**src/rtl/tusca_uc.sv**
```systemverilog
// TUSCA control unit: sequences the measure/delay cycle with timeout and retries,
// and admits pending configuration requests only at cycle boundaries.
module tusca_uc #(
  parameter int unsigned TIMEOUT_MEDIDA = 50_000_000,
  parameter int unsigned MAX_TENTATIVAS = 3
) (
  input  logic       clock,
  input  logic       reset,
  input  logic       iniciar,
  input  logic       parar,
  input  logic       config_req,
  input  logic       pronto_medida,
  input  logic       pronto_config,
  input  logic       erro_config,
  input  logic       fim_delay,
  output logic       medir_dht11,
  output logic       receber_config,
  output logic       conta_delay,
  output logic       zera_delay,
  output logic       gira,
  output logic       ativo,
  output logic       erro_medida,
  output logic       erro_cfg_flag,
  output logic [3:0] db_estado
);

  localparam int unsigned TW = (TIMEOUT_MEDIDA > 1) ? $clog2(TIMEOUT_MEDIDA) : 1;
  localparam int unsigned RW = $clog2(MAX_TENTATIVAS + 1);
  localparam logic [TW-1:0] TMO_LAST = TW'(TIMEOUT_MEDIDA - 1);
  localparam logic [RW-1:0] RET_LAST = RW'(MAX_TENTATIVAS - 1);

  typedef enum logic [3:0] {
    INICIAL        = 4'd0,
    PREPARA        = 4'd1,
    MEDE           = 4'd2,
    AGUARDA_MEDIDA = 4'd3,
    ESPERA         = 4'd4,
    CONFIGURA      = 4'd5,
    AGUARDA_CONFIG = 4'd6,
    ERRO_MEDIDA    = 4'd7
  } state_t;

  state_t          state_q, state_d;
  logic            cfg_req_q;
  logic            config_pend_q, config_pend_d;
  logic            ativo_q, ativo_d;
  logic            flag_q, flag_d;
  logic [TW-1:0]   tmo_q, tmo_d;
  logic [RW-1:0]   ret_q, ret_d;
  logic            medir_d, receber_d, conta_d, zera_d, gira_d, erro_medida_d;

  // Next state, bookkeeping and next-cycle Moore outputs
  always_comb begin
    state_d       = state_q;
    ativo_d       = ativo_q;
    flag_d        = flag_q;
    tmo_d         = tmo_q;
    ret_d         = ret_q;
    config_pend_d = config_pend_q;

    case (state_q)
      INICIAL: begin
        ativo_d = 1'b0;
        if (config_pend_q) begin
          state_d = CONFIGURA;
        end else if (iniciar) begin
          ativo_d = 1'b1;
          ret_d   = '0;
          state_d = PREPARA;
        end
      end
      PREPARA: begin
        tmo_d   = '0;
        state_d = MEDE;
      end
      MEDE: state_d = AGUARDA_MEDIDA;
      AGUARDA_MEDIDA: begin
        tmo_d = tmo_q + TW'(1);
        if (pronto_medida) begin
          ret_d   = '0;
          state_d = ESPERA;
        end else if (tmo_q == TMO_LAST) begin
          if (ret_q < RET_LAST) begin
            ret_d   = ret_q + RW'(1);
            state_d = PREPARA;
          end else begin
            state_d = ERRO_MEDIDA;
          end
        end
      end
      ESPERA: begin
        if (parar) begin
          ativo_d = 1'b0;
          state_d = INICIAL;
        end else if (fim_delay && config_pend_q) begin
          state_d = CONFIGURA;
        end else if (fim_delay) begin
          state_d = PREPARA;
        end
      end
      CONFIGURA: begin
        config_pend_d = 1'b0;
        state_d       = AGUARDA_CONFIG;
      end
      AGUARDA_CONFIG: begin
        if (erro_config) begin
          flag_d = 1'b1;
        end else if (pronto_config) begin
          flag_d = 1'b0;
        end
        if (pronto_config || erro_config) begin
          state_d = ativo_q ? PREPARA : INICIAL;
        end
      end
      ERRO_MEDIDA: begin
        if (parar) begin
          ativo_d = 1'b0;
          state_d = INICIAL;
        end else if (iniciar) begin
          ret_d   = '0;
          state_d = PREPARA;
        end
      end
      default: state_d = INICIAL;
    endcase

    // A new press wins over the clear in CONFIGURA
    if (config_req && !cfg_req_q) begin
      config_pend_d = 1'b1;
    end

    medir_d       = (state_d == MEDE);
    receber_d     = (state_d == CONFIGURA);
    conta_d       = (state_d == ESPERA);
    zera_d        = (state_d == PREPARA);
    erro_medida_d = (state_d == ERRO_MEDIDA);
    gira_d        = (state_d == PREPARA) || (state_d == MEDE) ||
                    (state_d == AGUARDA_MEDIDA) || (state_d == ESPERA);
  end

  // Edge register resets high so a button held through reset is not a new press
  always_ff @(posedge clock or negedge reset) begin
    if (!reset) begin
      state_q        <= INICIAL;
      cfg_req_q      <= 1'b1;
      config_pend_q  <= 1'b0;
      ativo_q        <= 1'b0;
      flag_q         <= 1'b0;
      tmo_q          <= '0;
      ret_q          <= '0;
      medir_dht11    <= 1'b0;
      receber_config <= 1'b0;
      conta_delay    <= 1'b0;
      zera_delay     <= 1'b0;
      gira           <= 1'b0;
      erro_medida    <= 1'b0;
    end else begin
      state_q        <= state_d;
      cfg_req_q      <= config_req;
      config_pend_q  <= config_pend_d;
      ativo_q        <= ativo_d;
      flag_q         <= flag_d;
      tmo_q          <= tmo_d;
      ret_q          <= ret_d;
      medir_dht11    <= medir_d;
      receber_config <= receber_d;
      conta_delay    <= conta_d;
      zera_delay     <= zera_d;
      gira           <= gira_d;
      erro_medida    <= erro_medida_d;
    end
  end

  assign ativo         = ativo_q;
  assign erro_cfg_flag = flag_q;
  assign db_estado     = 4'(state_q);

endmodule

```
**config.mk**
```make
export PLATFORM = sky130hd
export DESIGN_NAME = tusca_uc
export DESIGN_NICKNAME = d
export VERILOG_FILES = /design/src/rtl/tusca_uc.sv
export SDC_FILE = /design/constraint.sdc
export NUM_CORES = 1
export LEC_CHECK = 0
export BUFFER_PORTS_ARGS = -buffer_cell sky130_fd_sc_hd__buf_4
export CORE_MARGIN = 2
export CORE_UTILIZATION = 50
export CTS_BUF_LIST = sky130_fd_sc_hd__clkbuf_8
export CTS_CLUSTER_DIAMETER = 80
export DETAILED_ROUTE_END_ITERATION = 12
export GPL_TIMING_DRIVEN = 0
export PLACE_DENSITY_LB_ADDON = 0.2
export SLEW_MARGIN = 20
export SYNTH_ARGS = -nofsm -noshare
export SYNTH_HDL_FRONTEND = slang
export SYNTH_SLANG_ARGS = --single-unit
```
**constraint.sdc**
```tcl
create_clock -name clock -period 2.7 [get_ports clock]
set_input_delay 0.27 -clock clock [delete_from_list [all_inputs] [get_ports clock]]
set_output_delay 0.27 -clock clock [all_outputs]
set_load 0.01 [all_outputs]
```
==> results.cfg <==
[logic_synthesis]
synth-edff-count = 0
synth_compound_area_frac = 0.1383
synth_xor_area_frac = 0.04328
netlist_instances = 243
synth_top_area_share = 0.4609
syn_avg_cell_area_sq_um = 9.160
ys_ff_latch = 42
yosysWarnings = 0
synthesis.nets = 253
synth_top_area_cell = dfrtp_1
synth_area_leaders = dfrtp_1 (46%), nor2_1 (4.2%), nand2_1 (4.0%)
synthMuxAreaShare = 0.02248
synth_seq_area_share = 0.4727
synth.distinct_cells = 48
synth-simple-area-share = 0.2827
syn_area_sq_um = 2226
synthAdderAreaFrac = 0.005621
synth_common_cells = dfrtp_1 (41), nor2_1 (25), nand2_1 (24), o21ai_0 (16), nor3_1 (13)
synthMostInstantiatedCell = dfrtp_1
synth_top_family_by_area = simple AND/OR/NAND/NOR gates
async_reset_ff_frac = 1.000
synthFlopType = dfrtp_1

[global_route]
grt-ovfl-total = 0
grt_antenna_before_repair = 0
grt_max_degree = 43
grt_pass1_wl_um = 8528
first_global_vias = 1837
grt_usage = 0.2161

[worst_setup_path]
required_ps = 2870
worstPathMaxFanout = 10
worstSetupPathDepth = 6
cp-end-kind = flip-flop
r2r_cells = 6
path_class = reg -> reg
path_buf_inv = 1
critical_path.top_delay_family = simple AND/OR/NAND/NOR gates
arrival_ps = 2370
path_cells = buf_1 > nor3b_2 > nand2_1 > nor4_1 > xnor2_1 > nor2_1
cpPeakStageDelay_ps = 580
slowest_stage = nor3b_2
crit_path_start_kind = flip-flop

[placed_design]
pre_cts_slack_ps = 505.4
dpl-instance-area_sq_um = 2441
numPortBuffers = 20
place.gp.congestion = 0.8376
hpwl_um = 3428

[sta]
finalSetupViolCount = 0
hold_ws_ps = 87.14
setup_slack_ps = 496.1
rsz0062_at_grt = no
finalCritPeriodShare = 0.8162
tightest_slew_ps = 610.1
fin_crit_ps = 2204
slew_headroom = 0.5915
finalHoldViolations = 0
setup_tns_ps = 0
max_freq_mhz = 453.7
slew_violations = 0
finClkSkew_ps = 5.972

[clocking]
clock-root-buffer = clkbuf_8
cts_resized = 0
path_clk_slew_ps = 80
cts_buffer_depth = 2
cts_setup_buffers = 0
numCtsBuffers = 5
cts_tree = yes
cts_hold_buf = 1
htree_num_levels = 2
clk_latency_ps = 300
cts_sinks = 42

[pwr]
power_uw = 1829
vdd_ir_drop_max_v = 0.0004189
p_int_uw = 1170
comb_power_share = 0.343
seqPwrFrac = 0.431
swShare = 0.3602
clockPowerShare = 0.226
switching_power_uw = 658.7
leakage_uw = 0.001091
p_per_area_nw_per_um2 = 719.3

[layout]
final_area_sq_um = 2542
antenna_cells = 0
area_delta_synth_final_pct = 14.22
final_nets = 281
drive_above_1_share = 0.1544
fillCellCount = 398

[drt]
ant_nets = 0
wl_per_cell_um = 15.06
wl_um = 4881
via_per_inst = 5.827
drcViolationCount = 0
vias = 1888
drt_iter0_markers = 148
drtPass1Iterations = 5

[flow_run]
cap_violations = 0

[floorplan]
fp.coreArea_sq_um = 4324
die_height_um = 70.72
placementRows = 24
dieArea_sq_um = 5001
io-pin-count = 21
start_util = 0.5148
die_w_um = 70.72

[hold_path]
holdPathStages = 1
holdCritPathClass = in -> reg

[outcome]
status = finished clean
## path summary, 6_finish.rpt
check / start / endpoint / slack [ps]
max in group asynchronous: reset / cfg_req_q$_DFF_PN1_ / 1830
worst min register to register: tmo_q[3]$_DFFE_PN0P_ / tmo_q[3]$_DFFE_PN0P_ / 500
worst max register to register: db_estado[2]$_DFF_PN0_ / tmo_q[24]$_DFFE_PN0P_ / 500
worst max-delay path: db_estado[2]$_DFF_PN0_ / tmo_q[24]$_DFFE_PN0P_ / 500
worst min-delay path: config_req / cfg_req_q$_DFF_PN1_ / 90
min in group asynchronous: reset / tmo_q[23]$_DFFE_PN0P_ / 500
## through the flow
step / util / instances
2_1_floorplan: - / 243
5_1_grt: 0.5880 / 324
3_3_place_gp: 0.5645 / 315
4_1_cts: 0.5880 / 324
6_report: 0.5880 / 324
3_5_place_dp: 0.5645 / 315
## metal layers
| layer | vias to the layer above | wire length, um | global-route usage |
|---|---|---|---|
| met2 | 44 | 2193 | 0.3396 |
| met1 | 900 | 2390 | 0.2976 |
| li1 | 931 | - | - |
| met3 | 13 | 184 | 0.04416 |
| met5 | - | 0 | 0 |
| met4 | 0 | 112 | 0.07966 |
## sequential cells by signal (all words and copies together), names as in the netlist
signal / flops
zera_delay: 1
config_pend_q: 1
cfg_req_q: 1
gira: 1
tmo_q: 26
ret_q: 2
conta_delay: 1
receber_config: 1
db_estado: 4
ativo: 1
erro_medida: 1
medir_dht11: 1
erro_cfg_flag: 1
## cells in the final DEF, fill, tap and decap left out, types with 2 or more instances in the layout
cell type / netlist / final
o21ai_0: 16 / 16
nor2_1: 25 / 25
and4_1: 2 / 2
nor4_1: 4 / 4
mux2i_1: 5 / 5
o31ai_1: 3 / 3
xor2_1: 2 / 2
nand3_1: 10 / 10
clkbuf_1: 5 / 5
nor4bb_1: 2 / 2
buf_4: 0 / 20
nand2b_1: 3 / 3
xnor2_1: 9 / 9
clkbuf_8: 0 / 6
a22o_1: 3 / 3
or4_1: 3 / 3
nand2_1: 24 / 24
buf_2: 5 / 5
nand4_1: 6 / 6
a21oi_1: 11 / 11
or3b_2: 2 / 2
nor4b_2: 2 / 2
dfrtp_1: 41 / 41
nor3_1: 13 / 13
o211ai_1: 4 / 4
nor3b_1: 4 / 4
and2_1: 3 / 3
inv_1: 7 / 8
and3_1: 4 / 4
or3_1: 2 / 2
a31oi_1: 4 / 4
## layout make-up
type,count,area (sq um),share of cell area
timing repair buffer,21,160.2,0.06299
tap,52,65.06,0.02559
multi-input combinational,183,1100,0.4326
clock buffer,6,82.58,0.03248
clock inverter,2,8.758,0.003445
buffer,11,47.55,0.01870
sequential,42,1052,0.4139
inverter,7,26.28,0.01033
## kinds of logic (layout without fill, tap and decap cells)
group | Yosys count | in the layout
buffers and inverters | 18 | 47
DFF | 42 | 42
other | 1 | 1
and+or+nand+nor | 115 | 115
muxes | 5 | 5
adders and majority gates | 1 | 1
xor gates and xnor gates | 11 | 11
AOI/OAI and AO/OA | 50 | 50
## power by group through the flow
stage / sequential (uW) / clock (uW) / combinational [uW]
2_1_floorplan: 814 / 0 / 367
4_1_cts: 789 / 422 / 631
6_report: 788 / 413 / 628
5_1_grt: 803 / 450 / 695
3_3_place_gp: 796 / 0 / 617
3_5_place_dp: 800 / 0 / 627
(Power assumes the default switching activity.)
